`config.mk`:
```
export PLATFORM = sky130hd
export DESIGN_NAME = program_counter_stack
export DESIGN_NICKNAME = d
export VERILOG_FILES = /design/src/rtl/sap1_pkg.sv /design/src/rtl/pc_return_stack.sv /design/src/rtl/program_counter_stack.sv
export SDC_FILE = /design/constraint.sdc
export NUM_CORES = 1
export LEC_CHECK = 0
export ABC_AREA = 1
export BUFFER_PORTS_ARGS = -buffer_cell sky130_fd_sc_hd__buf_2
export CORE_MARGIN = 2
export CORE_UTILIZATION = 40
export DETAILED_ROUTE_END_ITERATION = 12
export GPL_TIMING_DRIVEN = 0
export PLACE_DENSITY_LB_ADDON = 0.12
export REMOVE_ABC_BUFFERS = 1
export SYNTH_ARGS = -nofsm -noshare
export SYNTH_HDL_FRONTEND = slang
export SYNTH_SLANG_ARGS = --single-unit
```
`constraint.sdc`:
```
create_clock -name CLK -period 5.9 [get_ports CLK]
set_clock_uncertainty 0.2 [all_clocks]
set_input_delay 0.59 -clock CLK [delete_from_list [all_inputs] [get_ports CLK]]
set_output_delay 0.59 -clock CLK [all_outputs]
set_load 0.05 [all_outputs]
```
`src/rtl/sap1_pkg.sv`:
```
// rtl/sap1_pkg.sv - shared SAP-1 types and default widths
package sap1_pkg;

   localparam int SAP1_ADDR_W = 4;

   typedef enum logic [0:0] {
      PC_RUN  = 1'b0,
      PC_HALT = 1'b1
   } pc_state_t;

endpackage

```
`src/rtl/pc_return_stack.sv`:
```
// rtl/pc_return_stack.sv - LIFO return-address stack with async-cleared pointer
module pc_return_stack
   import sap1_pkg::*;
#(
   parameter int W     = SAP1_ADDR_W,
   parameter int DEPTH = 4,
   localparam int CW   = $clog2(DEPTH + 1)
) (
   input  logic          CLK,
   input  logic          CLR,
   input  logic          push,
   input  logic          pop,
   input  logic [W-1:0]  push_data,
   output logic [W-1:0]  data,
   output logic          full,
   output logic          empty,
   output logic [CW-1:0] count
);

   localparam int AW = (DEPTH > 1) ? $clog2(DEPTH) : 1;

   // Storage is never reset; only the pointer is, so stale entries are never read.
   logic [W-1:0]  mem [2**AW];
   logic [CW-1:0] ptr;
   logic [AW-1:0] wr_idx;
   logic [AW-1:0] rd_idx;
   logic [CW-1:0] ptr_dec;

   assign ptr_dec = ptr - CW'(1);
   assign wr_idx  = AW'(ptr);
   assign rd_idx  = AW'(ptr_dec);
   assign full    = (ptr == CW'(DEPTH));
   assign empty   = (ptr == '0);
   assign count   = ptr;
   assign data    = mem[rd_idx];

   always_ff @(posedge CLK) begin
      if (push && !full) begin
         mem[wr_idx] <= push_data;
      end
   end

   always_ff @(posedge CLK or posedge CLR) begin
      if (CLR) begin
         ptr <= '0;
      end else if (push && !full) begin
         ptr <= ptr + CW'(1);
      end else if (pop && !empty) begin
         ptr <= ptr_dec;
      end
   end

endmodule

```
`src/rtl/program_counter_stack.sv`:
```
// rtl/program_counter_stack.sv - SAP-1 program counter with jump, call/return stack and halt
module program_counter_stack
   import sap1_pkg::*;
#(
   parameter int ADDR_W      = SAP1_ADDR_W,
   parameter int STACK_DEPTH = 4,
   localparam int DEPTH_W    = $clog2(STACK_DEPTH + 1)
) (
   input  logic               CLK,
   input  logic               CLR,
   input  logic               Cp,
   input  logic               Ep,
   input  logic               Ej,
   input  logic               JCond,
   input  logic               Call,
   input  logic               Ret,
   input  logic               Hlt,
   input  logic [ADDR_W-1:0]  Addr,
   output logic [ADDR_W-1:0]  Out,
   output logic               Halted,
   output logic               Ovf,
   output logic               Unf,
   output logic [DEPTH_W-1:0] Depth
);

   pc_state_t         state;
   pc_state_t         state_next;
   logic [ADDR_W-1:0] pc;
   logic [ADDR_W-1:0] pc_next;
   logic [ADDR_W-1:0] pc_inc;
   logic [ADDR_W-1:0] stack_top;
   logic              push;
   logic              pop;
   logic              set_ovf;
   logic              set_unf;
   logic              stack_full;
   logic              stack_empty;
   logic              ovf;
   logic              unf;

   assign pc_inc = pc + ADDR_W'(1);

   pc_return_stack #(
      .W     (ADDR_W),
      .DEPTH (STACK_DEPTH)
   ) u_stack (
      .CLK       (CLK),
      .CLR       (CLR),
      .push      (push),
      .pop       (pop),
      .push_data (pc_inc),
      .data      (stack_top),
      .full      (stack_full),
      .empty     (stack_empty),
      .count     (Depth)
   );

   always_ff @(posedge CLK or posedge CLR) begin
      if (CLR) begin
         state <= PC_RUN;
      end else begin
         state <= state_next;
      end
   end

   // One action per edge; a Ret silently swallows a simultaneous Call.
   always_comb begin
      state_next = state;
      pc_next    = pc;
      push       = 1'b0;
      pop        = 1'b0;
      set_ovf    = 1'b0;
      set_unf    = 1'b0;
      case (state)
         PC_RUN: begin
            if (Hlt) begin
               state_next = PC_HALT;
            end else if (Ret) begin
               if (!stack_empty) begin
                  pop     = 1'b1;
                  pc_next = stack_top;
               end else begin
                  set_unf = 1'b1;
               end
            end else if (Call) begin
               if (!stack_full) begin
                  push    = 1'b1;
                  pc_next = Addr;
               end else begin
                  set_ovf = 1'b1;
               end
            end else if (Ej && JCond) begin
               pc_next = Addr;
            end else if (Cp) begin
               pc_next = pc_inc;
            end
         end
         default: begin
            state_next = state;
         end
      endcase
   end

   always_ff @(posedge CLK or posedge CLR) begin
      if (CLR) begin
         pc  <= '0;
         ovf <= 1'b0;
         unf <= 1'b0;
      end else begin
         pc  <= pc_next;
         ovf <= ovf | set_ovf;
         unf <= unf | set_unf;
      end
   end

   assign Out    = Ep ? pc : '0;
   assign Halted = (state == PC_HALT);
   assign Ovf    = ovf;
   assign Unf    = unf;

endmodule
```
After elaboration in Yosys (flattened, before gate mapping). Memories as Yosys holds them, arrays and structs flattened. Index checks and enable logic that the tools add are counted.

Div/mod/pow operators: 0. Bitwise gates (word level): 4. $mul: 0. Shift-type cells: 0. Reductions and logical operators: 9. $lt $le $gt $ge: 0. Eq/ne operators: 3. $add $sub $neg: 3. Mux-type cells: 31.

Operators with widths (number): $mux W4 (7); $mux W1 (22); $mux W3 (2); $reduce_and A5 Y1 (1); $add A4 B1 Y4 const B (1); $reduce_bool A4 Y1 (1); $add A3 B1 Y3 const B (1); $eq A3 B3 Y1 const B (1); $logic_and A1 B1 Y1 (3); $logic_not A3 Y1 (1); $ne A3 B3 Y1 const B (1); $sub A3 B1 Y3 const B (1); $logic_not A1 Y1 (2); $ne A2 B2 Y1 const B (1); $not A1 Y1 (2); $or A1 B1 Y1 (2); $reduce_bool A2 Y1 (1).

RAM bits: 16. Bits in read-only memories: 0. Flip-flop bits (word level): 10. Word-level logic and storage cells: 56. Bits of input ports: 13. Output and inout bits: 10. Memories kept: 1. Latch bits: 0.

Memories: u_stack.mem (depth 4, width 4, read ports 1, clocked after memory_dff 0, write ports 1, line pc_return_stack.sv:23) `logic [W-1:0] mem [2**AW];`.

Longest topological paths before layout. Gate-level depths: netlist of the first run.

Depth after elaboration: 9. Mapped depth: 9. Depth with buffers taken out: 8.

By module. A second synthesis of the first run with hierarchy kept.

Cell total of the unflattened synthesis: 176. Area total of the unflattened synthesis: 1497.7 µm².

By module, submodules not included: pc_return_stack (area each 945.9 µm², instances 1, cells each 94, seq. area each 555.5 µm²); program_counter_stack (area each 551.8 µm², instances 1, cells each 82, seq. area each 175.2 µm²).

Worst setup path before layout of the first run. No wires, ideal clock.

Path kind: flip-flop to flip-flop. Start: register u_stack.ptr[0], in the netlist u_stack.count[0]. End: memory u_stack.mem[0][0] (netlist bit) (enable). Cell stages (with the launch flop): 6. Arrival time: 1.759 ns. Path buffers: 1. Clock period less this slack: 2.336 ns. Path slack: 3.564 ns. Data required time: 5.323 ns. Cells stage by stage: dfrtp_1 > buf_4 > inv_4 > ha_1 > nand2_4 > nor4_1.

Cells in the longest elaborated chain, start to end: 9. Elaborated cells between the ends (all ways): 10. Classes of those cells: eq/ne (1); mux (7); reduce/logical (2).

RTL lines: start: declaration (line pc_return_stack.sv:24) `logic [CW-1:0] ptr;`; start signal: assignment (line pc_return_stack.sv:47) `ptr <= ptr + CW'(1);`; start signal: assignment (line pc_return_stack.sv:49) `ptr <= ptr_dec;`; $eq A3 B3 Y1 (line pc_return_stack.sv:32) `assign full = (ptr == CW'(DEPTH));`; $mux W1 (line program_counter_stack.sv:86) `if (!stack_full) begin`; $mux W1 (line program_counter_stack.sv:85) `end else if (Call) begin`; $mux W1 (line program_counter_stack.sv:78) `end else if (Ret) begin`; $mux W1 (line program_counter_stack.sv:76) `if (Hlt) begin`; $mux W1 (line program_counter_stack.sv:74) `case (state)`; $logic_and A1 B1 Y1 (line pc_return_stack.sv:38) `if (push && !full) begin`; $mux W1 (line pc_return_stack.sv:38); $mux W1 (implied by the code) (line pc_return_stack.sv:39) `mem[wr_idx] <= push_data;`; end: declaration (line pc_return_stack.sv:23).

Parallel ways exist; a longest one is shown, timed or not.

Final worst setup path of the first run.
Start: register u_stack.ptr[0], in the netlist u_stack.count[0]. End: memory u_stack.mem[0][3] (netlist bit) (enable).

Same word-level chain as after synthesis.

==> results of run 1 <==
==> cell usage after synthesis, types with 2 or more instances <==
library cell	count
edfxtp_1	16
nand3_2	3
nand2_1	48
o21bai_1	2
nand2_4	2
nand2_2	4
nand3_1	21
ha_1	6
o21ai_1	2
dfrtp_1	10
inv_2	5
buf_6	2
inv_1	28
nor2_1	3
nand4_1	2
==> flip-flops by register name, summed over array words and instances, names as in the netlist <==
signal and count:
u_stack.mem 16, pc 4, u_stack.count 3, Halted 1
Ovf 1, Unf 1
==> logic make-up (layout without fill, tap and decap cells) <==
family	count (synthesis)	count (layout)	share of synthesized area, %
flip-flops	26	26	49.3
buffers and inverters	37	60	10.8
adder cells (fa/ha/maj)	6	6	5.06
XOR/XNOR	3	3	2.28
AO/OA/AOI/OAI	6	6	2.53
AND/OR/NAND/NOR	89	89	30.0
==> power groups by stage <==
stage          clock network (mW)  logic, mW  registers (mW)
2_1_floorplan                   0    0.00725           0.197
3_3_place_gp                    0     0.0162           0.196
3_5_place_dp                    0     0.0167           0.196
4_1_cts                     0.152     0.0168           0.192
5_1_grt                     0.160     0.0187           0.192
6_report                    0.148     0.0166           0.192
==> final timing paths <==
path | start | to | slack (ns) | cells past startpoint
setup / recovery | u_stack.count[0] | u_stack.mem[0][3] | 3.46 | 4
hold / removal | CLR | Ovf | 0.11 | 2
setup reg to reg | u_stack.count[0] | u_stack.mem[0][3] | 3.46 | 4
hold reg to reg | Ovf | Ovf | 0.27 | 1
max in group asynchronous | CLR | pc[2] | 5.08 | 2
min in group CLK | Ovf | Ovf | 0.27 | 1
==> per-layer routing <==
metal	part of all wire (%)	vias to the layer above	track usage [%]
li1	-	572	-
met1	49	515	21.9
met2	46	18	25.1
met5	0	-	0
met3	3.6	2	2.43
met4	0.80	0	6.38
==> through the flow <==
step,power [mW],std cells
finish,0.356,238
global route,0.371,238
CTS,0.360,238
detailed placement,0.212,234
global placement,0.212,234
floorplan,0.204,164
==> cell type report <==
type / instances / area share (%)
Clock buffer: 3 / 2.44
Inverter: 34 / 7.68
Tap cell: 48 / 3.55
Clock inverter: 1 / 1.77
Timing Repair Buffer: 22 / 6.50
Multi-Input combinational cell: 104 / 34.9
Sequential cell: 26 / 43.1
==> cells in the final DEF (no fill, tap or decap), drive strengths merged <==
cell	count
xor2	2
o21ai	2
ha	6
dfrtp	10
nor2	5
and2	1
nor4	1
clkbuf	3
nand3	24
inv	34
edfxtp	16
buf	22
o21a	1
nand4	3
xnor2	1
bufinv	1
nand3b	1
a21oi	1
nand2	54
o21bai	2
==> run_results.csv, run 1 <==
group,metric,value,unit
die,initial_core_util,41.1,%
detailed_routing,drt-total-wl,2.87,mm
power,power_density,210,nW/um^2
worst_setup_path,arrival,2.15,ns
sta,period_needed,2.44,ns
clocking,path_clk_slew,0.09,ns
power,pwr-share-comb,4.7,%
final_layout,fin_util,47.0,%
job,maxCapViolations,0,
grt,grt-ovfl-total,0,
clocking,cts-htree-levels,1,
die,row_count,22,
die,die_x,64.9,um
grt,grt_pass1_wl,5.13,mm
worst_setup_path,end_kind,"flop",
clocking,cts_tree,"built",
logic_synthesis,synth_largest_area_cell,"edfxtp_1",
logic_synthesis,netlist.area_leader.share,32.4,%
sta,rsz0062_at_grt,"no",
placement,place_area,1620,um^2
logic_synthesis,seq_area_frac_synth,49.3,%
logic_synthesis,yosys_warnings,0,
clocking,clock_latency,0.27,ns
worst_setup_path,max_stage_delay,0.69,ns
grt,grt_max_degree,16,
final_layout,drive_gt1_share,23.7,%
clocking,cts_root_buf,"clkbuf_8",
logic_synthesis,synth.avg_cell_area,8.88,um^2
final_layout,multi_input_area,592,um^2
logic_synthesis,synth_ff_type,"edfxtp_1",
grt,antenna_found_initial,0,
worst_setup_path,crit_buf_inv,1,
placement,pre_cts_slack,3.42,ns
sta,tightest_slew,0.829,ns
grt,track_usage,15.9,%
clocking,cts_max_path_buffers,2,
final_layout,nets,210,
sta,period_share,41.4,%
placement,place_hpwl,2.14,mm
sta,fin_tns_setup,0,ns
die,die_h,64.9,um
placement,gp_congestion,0.791,
logic_synthesis,async_flop_share,38.5,%
placement,portBuffers,22,
worst_setup_path,crit_slowest_cell,"nor4_1",
detailed_routing,wl_per_cell,12.1,um
power,p_switching,68.4,uW
power,switching_share,19.2,%
worst_setup_path,crit_fanout,13,
sta,setup_viol,0,
detailed_routing,drc,0,
clocking,cts_hold_buf,0,
worst_setup_path,crit_type,"reg2reg",
detailed_routing,ant_nets,0,
worst_hold_path,hold_path_class,"in2async",
sta,whs,0.107,ns
final_layout,design_area,1690,um^2
power,max-vdd-ir-drop,0.0914,mV
clocking,cts-buffers-inserted,3,
logic_synthesis,synth_area,1480,um^2
sta,postLayoutSetupSlackWorst,3.46,ns
die,pin_count,23,
power,p_int,288,uW
logic_synthesis,synth.area.top_cells,"edfxtp_1 32%, dfrtp_1 17%, nand2_1 12%, inv_1 7.1%, nand3_1 7.1%",
logic_synthesis,synth-seq-cells,26,
sta,slew_headroom,44.3,%
detailed_routing,dr.first_iter.drc_count,50,
clocking,cts_setup_buffers,0,
sta,slew_viol_final,0,
worst_setup_path,crit_family,"simple AND/OR/NAND/NOR gates",
worst_setup_path,path_cells,"inv_4 > ha_1 > nand2_4 > nor4_1",
sta,fmaxAchievable,410,MHz
grt,grt_pass1_vias,1059,
clocking,ctsResizeCount,0,
clocking,clock-sinks,26,
power,p_leak,0.850,nW
detailed_routing,vias,1107,
worst_setup_path,critPathLaunchType,"flop",
power,p_clk_share,41.5,%
outcome,status,"finished clean",
logic_synthesis,synth_edf_count,16,
final_layout,n_antenna_cell,0,
detailed_routing,vias_per_cell,4.65,
logic_synthesis,syn-instance-count,167,
worst_setup_path,crit_required,5.61,ns
sta,hold_viol_final,0,
power,seqPwrFrac,53.8,%
final_layout,regArea,731,um^2
final_layout,fillCellCount,373,
logic_synthesis,synth_cell_types,28,
detailed_routing,detail_route.first_pass.iterations,4,
die,coreArea,3610,um^2
final_layout,area_delta_synth_final,14.3,%
die,die_area,4210,um^2
(Power assumes the default switching activity.)
==> inputs of run 2 (changes only) <==
==> constraint.sdc (replaced) <==
create_clock -name CLK -period 2.1 [get_ports CLK]
set_clock_uncertainty 0.2 [all_clocks]
set_input_delay 0.21 -clock CLK [delete_from_list [all_inputs] [get_ports CLK]]
set_output_delay 0.21 -clock CLK [all_outputs]
set_load 0.05 [all_outputs]
==> run_results.csv, run 2 (same netlist as run 1, synthesis figures left out) <==
group,metric,value,unit
outcome,status,"finished clean",
worst_setup_path,arrival,1.71,ns
detailed_routing,vias,1123,
sta,slew_viol_final,0,
grt,grt_pass1_wl,5.24,mm
sta,period_share,93.8,%
job,maxCapViolations,0,
worst_setup_path,critPathLaunchType,"flop",
clocking,cts_setup_buffers,0,
clocking,cts_root_buf,"clkbuf_8",
placement,place_hpwl,2.14,mm
power,pwr-share-comb,4.9,%
sta,hold_viol_final,0,
die,row_count,22,
final_layout,final_common_cell,"nand2_1",
worst_setup_path,end_kind,"flop",
sta,slew_headroom,70.0,%
detailed_routing,wl_per_cell,12.4,um
final_layout,fillCellCount,371,
final_layout,final_cells,239,
clocking,clock-sinks,26,
clocking,cts_max_path_buffers,2,
placement,gp_congestion,0.791,
sta,setup_viol,0,
worst_setup_path,crit_fanout,13,
die,pin_count,23,
placement,pre_cts_slack,-0.378,ns
detailed_routing,drc,0,
grt,grt_pass1_vias,1071,
sta,whs,0.0427,ns
die,die_area,4210,um^2
power,p_switching,194,uW
power,switching_share,19.4,%
worst_setup_path,crit_required,1.85,ns
placement,portBuffers,22,
worst_hold_path,hold_path_class,"in2reg",
die,die_x,64.9,um
power,p_clk_share,41.4,%
placement,dp.cells,234,
grt,track_usage,16.2,%
clocking,cts-htree-levels,1,
die,initial_core_util,41.1,%
power,p_leak,0.855,nW
clocking,path_clk_slew,0.09,ns
final_layout,drive_gt1_share,26.2,%
detailed_routing,vias_per_cell,4.70,
detailed_routing,ant_nets,0,
grt,grt-ovfl-total,0,
die,coreArea,3610,um^2
sta,tightest_slew,0.450,ns
grt,antenna_found_initial,0,
detailed_routing,detail_route.first_pass.iterations,4,
clocking,clock_latency,0.27,ns
final_layout,nets,211,
final_layout,n_antenna_cell,0,
final_layout,regMostFlops,"u_stack.mem",
grt,grt_max_degree,16,
final_layout,largest_reg_flops,16,
final_layout,area_delta_synth_final,16.7,%
sta,postLayoutSetupSlackWorst,0.131,ns
power,p_int,811,uW
power,max-vdd-ir-drop,0.258,mV
worst_setup_path,crit_type,"reg2reg",
power,power_density,581,nW/um^2
power,seqPwrFrac,53.6,%
die,die_h,64.9,um
detailed_routing,dr.first_iter.drc_count,48,
sta,rsz0062_at_grt,"yes",
clocking,cts-buffers-inserted,3,
detailed_routing,drt-total-wl,2.96,mm
sta,fmaxAchievable,508,MHz
final_layout,mostFrequentLayoutCells,"48 x nand2_1, 28 x inv_1, 22 x buf_2",
clocking,cts_tree,"built",
power,power,1.00,mW
sta,period_needed,1.97,ns
## run 2: worst max-delay path, stage by stage (launching register included)
cell     delay, ns
dfrtp_4       0.58
inv_4         0.15
ha_1          0.28
nand2_4       0.10
nor4_4        0.33
## run 2: final timing paths
kind	to	slack [ns]	cells past startpoint	startpoint
hold / removal	Unf	0.04	4	Hlt
min in group asynchronous	Ovf	0.28	3	CLR
setup / recovery	u_stack.mem[0][3]	0.13	4	u_stack.count[0]
max in group asynchronous	u_stack.count[0]	1.08	3	CLR
setup reg to reg	u_stack.mem[0][3]	0.13	4	u_stack.count[0]
hold reg to reg	Ovf	0.27	1	Ovf
## run 2: metal layers
metal	track usage, %	vias to the layer above	wire, um
met5	0	-	0
li1	-	575	-
met4	5.59	0	23
met3	2.26	2	95
met1	22.3	526	1460
met2	26.3	20	1380
## run 2: metrics by stage
stage / setup TNS [ns] / utilization, % / area, um^2
after floorplan: -3.08 / - / 1450
after global placement: -3.98 / 45.0 / 1620
after detailed placement: -4.31 / 45.0 / 1620
after CTS: 0 / 47.9 / 1730
after global routing: -0.0806 / 48.0 / 1730
final: 0 / 48.0 / 1730
## run 2: what timing repair did
action                     CTS  global route
gates resized for setup      6             1
setup endpoints to repair   20            13
hold endpoints to repair    10             0
hold buffers                 1             0
## run 2: final cells by class
class / count / area (um^2) / area share [%]
Sequential cell: 26 / 734 / 42.4
Multi-Input combinational cell: 104 / 614 / 35.5
Timing Repair Buffer: 23 / 120 / 6.94
Inverter: 34 / 130 / 7.52
Tap cell: 48 / 60.1 / 3.47
Clock buffer: 3 / 41.3 / 2.39
Clock inverter: 1 / 30.0 / 1.74
## run 2: power groups by stage
stage                     logic (mW)  clock network (mW)  registers, mW
after CTS                     0.0498               0.426          0.539
final                         0.0496               0.416          0.539
after floorplan               0.0204                   0          0.554
after global routing          0.0553               0.450          0.539
after detailed placement      0.0468                   0          0.550
after global placement        0.0455                   0          0.550
==> inputs of run 3 (changes only) <==
--- a/config.mk
+++ b/config.mk
@@ -15,4 +15,5 @@
 export REMOVE_ABC_BUFFERS = 1
 export SYNTH_ARGS = -nofsm -noshare
 export SYNTH_HDL_FRONTEND = slang
+export SYNTH_HIERARCHICAL = 1
 export SYNTH_SLANG_ARGS = --single-unit
==> run_results.csv, run 3 <==
group,metric,value,unit
final_layout,n_antenna_cell,0,
detailed_routing,vias_per_cell,4.71,
final_layout,drive_gt1_share,30.5,%
detailed_routing,drt-total-wl,2.99,mm
logic_synthesis,yosysMostFrequentCell,"nand2_1",
power,pwr-share-comb,18.5,%
clocking,clock-sinks,26,
clocking,cts-htree-levels,1,
placement,portBuffers,22,
grt,track_usage,14.5,%
sta,period_share,95.9,%
logic_synthesis,syn-instance-count,176,
detailed_routing,dr.first_iter.drc_count,54,
sta,slew_headroom,77.9,%
logic_synthesis,synth-xor-area-share,0,%
final_layout,fillCellCount,368,
die,row_count,22,
final_layout,regMostFlops,"u_stack/mem",
power,max-vdd-ir-drop,0.362,mV
sta,tightest_slew,0.330,ns
die,die_h,65.2,um
sta,setup_viol,0,
worst_setup_path,crit_type,"reg2reg",
logic_synthesis,synth_edf_count,16,
worst_setup_path,crit_required,1.88,ns
sta,hold_viol_final,0,
logic_synthesis,synth_ff_type,"edfxtp_1",
worst_setup_path,critPathLaunchType,"flop",
grt,grt-ovfl-total,0,
grt,grt_max_degree,21,
power,p_int,802,uW
clocking,cts_root_buf,"clkbuf_8",
sta,slew_viol_final,0,
final_layout,mostFrequentLayoutCells,"52 x nand2_1, 27 x inv_1, 22 x buf_2",
logic_synthesis,synth_top_family_by_area,"simple AND/OR/NAND/NOR gates",
final_layout,regArea,732,um^2
logic_synthesis,netlist.area_leader.share,32.1,%
power,switching_share,27.3,%
logic_synthesis,synth_largest_area_cell,"edfxtp_1",
die,die_x,65.2,um
grt,grt_pass1_vias,1132,
logic_synthesis,async_flop_share,38.5,%
final_layout,area_delta_synth_final,22.8,%
final_layout,multi_input_area,652,um^2
power,power_density,600,nW/um^2
logic_synthesis,seq_area_frac_synth,48.8,%
detailed_routing,wl_per_cell,11.6,um
logic_synthesis,synth_commonest_cells,"53 x nand2_1, 29 x inv_1, 16 x edfxtp_1",
grt,grt_pass1_wl,4.75,mm
grt,antenna_found_initial,0,
placement,gp_congestion,0.813,
logic_synthesis,synth.area.top_cells,"edfxtp_1 32%, dfrtp_1 17%, nand2_1 13%, inv_1 7.3%, ha_1 5.8%",
clocking,path_clk_slew,0.09,ns
logic_synthesis,yosys_warnings,6,
logic_synthesis,synthAdderAreaFrac,5.85,%
clocking,clock_latency,0.27,ns
logic_synthesis,synthMuxAreaShare,0,%
detailed_routing,detail_route.first_pass.iterations,4,
detailed_routing,ant_nets,0,
detailed_routing,drc,0,
worst_setup_path,arrival,1.79,ns
logic_synthesis,synth_cell_types,23,
worst_setup_path,crit_fanout,10,
logic_synthesis,synth-seq-cells,26,
worst_setup_path,end_kind,"flop",
sta,fmaxAchievable,496,MHz
die,die_area,4250,um^2
die,coreArea,3630,um^2
power,p_leak,0.932,nW
logic_synthesis,synth_compound_area_share,5.35,%
outcome,status,"finished clean",
clocking,cts_tree,"built",
logic_synthesis,synth_area,1500,um^2
worst_hold_path,hold_path_class,"in2reg",
job,maxCapViolations,0,
power,seqPwrFrac,53.0,%
logic_synthesis,synth.avg_cell_area,8.51,um^2
power,p_switching,302,uW
clocking,cts_max_path_buffers,2,
sta,period_needed,2.01,ns
final_layout,final_common_cell,"nand2_1",
final_layout,fin_util,50.6,%
die,pin_count,23,
die,initial_core_util,41.2,%
detailed_routing,vias,1216,
final_layout,nets,231,
power,p_clk_share,28.5,%
placement,place_hpwl,2.22,mm
final_layout,largest_reg_flops,16,
logic_synthesis,synthSimpleGateAreaFrac,28.5,%
clocking,cts-buffers-inserted,3,
sta,whs,0.0316,ns
## run 3: logic make-up after synthesis
family	after synthesis
buffers and inverters	40
adder cells (fa/ha/maj)	7
flip-flops	26
AO/OA/AOI/OAI	11
AND/OR/NAND/NOR	92
## run 3: power groups by stage
stage | registers, mW | logic [mW] | clock network (mW)
global route | 0.588 | 0.229 | 0.353
finish | 0.585 | 0.205 | 0.315
floorplan | 0.605 | 0.118 | 0
detailed placement | 0.595 | 0.187 | 0
CTS | 0.584 | 0.196 | 0.328
global placement | 0.594 | 0.184 | 0
## run 3: metrics by stage
step | cell area, um^2 | worst slack (ns) | instances | setup TNS, ns | power, mW
2_1_floorplan | 1460 | -0.547 | 173 | -9.69 | 0.723
3_3_place_gp | 1630 | -0.435 | 243 | -6.94 | 0.778
3_5_place_dp | 1630 | -0.505 | 243 | -7.88 | 0.782
4_1_cts | 1780 | 0.0442 | 251 | 0 | 1.11
5_1_grt | 1840 | -0.0192 | 258 | -0.0453 | 1.17
6_report | 1840 | 0.0858 | 258 | 0 | 1.10
## run 3: what timing repair did
action	4_1_cts	5_1_grt
resized for setup	13	6
hold endpoints to repair	10	0
cloned	0	1
hold buffers	1	0
pin swaps	3	4
buffers inserted	3	6
endpoints found under the setup margin	19	20
## run 3: cell type report
type | count | share of cell area (%)
clock buffer | 4 | 2.99
inverter | 37 | 7.96
timing repair buffer | 32 | 10.2
timing repair inverter | 1 | 0.340
multi-input combinational | 110 | 35.4
tap | 48 | 3.27
sequential | 26 | 39.8
## run 3: worst paths after layout
check                      cells after the start                end             start  slack, ns
setup / recovery                               7  u_stack/mem[1][3]  u_stack/count[0]       0.09
hold / removal                                 3             Halted               Hlt       0.03
setup reg to reg                               7  u_stack/mem[1][3]  u_stack/count[0]       0.09
hold reg to reg                                1                Ovf               Ovf       0.28
max in group asynchronous                      3              pc[2]               CLR       1.23
min in group asynchronous                      3   u_stack/count[2]               CLR       0.15
## run 3: critical path, stage by stage (launching register included)
cell	delay (ns)
dfrtp_2	0.44
inv_8	0.06
ha_1	0.20
nand2_2	0.09
inv_2	0.05
nor4_4	0.33
nand2_4	0.16
nor2_4	0.18
## run 3: layer usage
layer / vias to the layer above / track usage [%] / share of wire (%)
met5: - / 0 / 0
met4: 0 / 3.91 / 1.1
li1: 618 / - / -
met1: 582 / 16.3 / 43
met2: 12 / 26.9 / 53
met3: 4 / 3.77 / 2.5
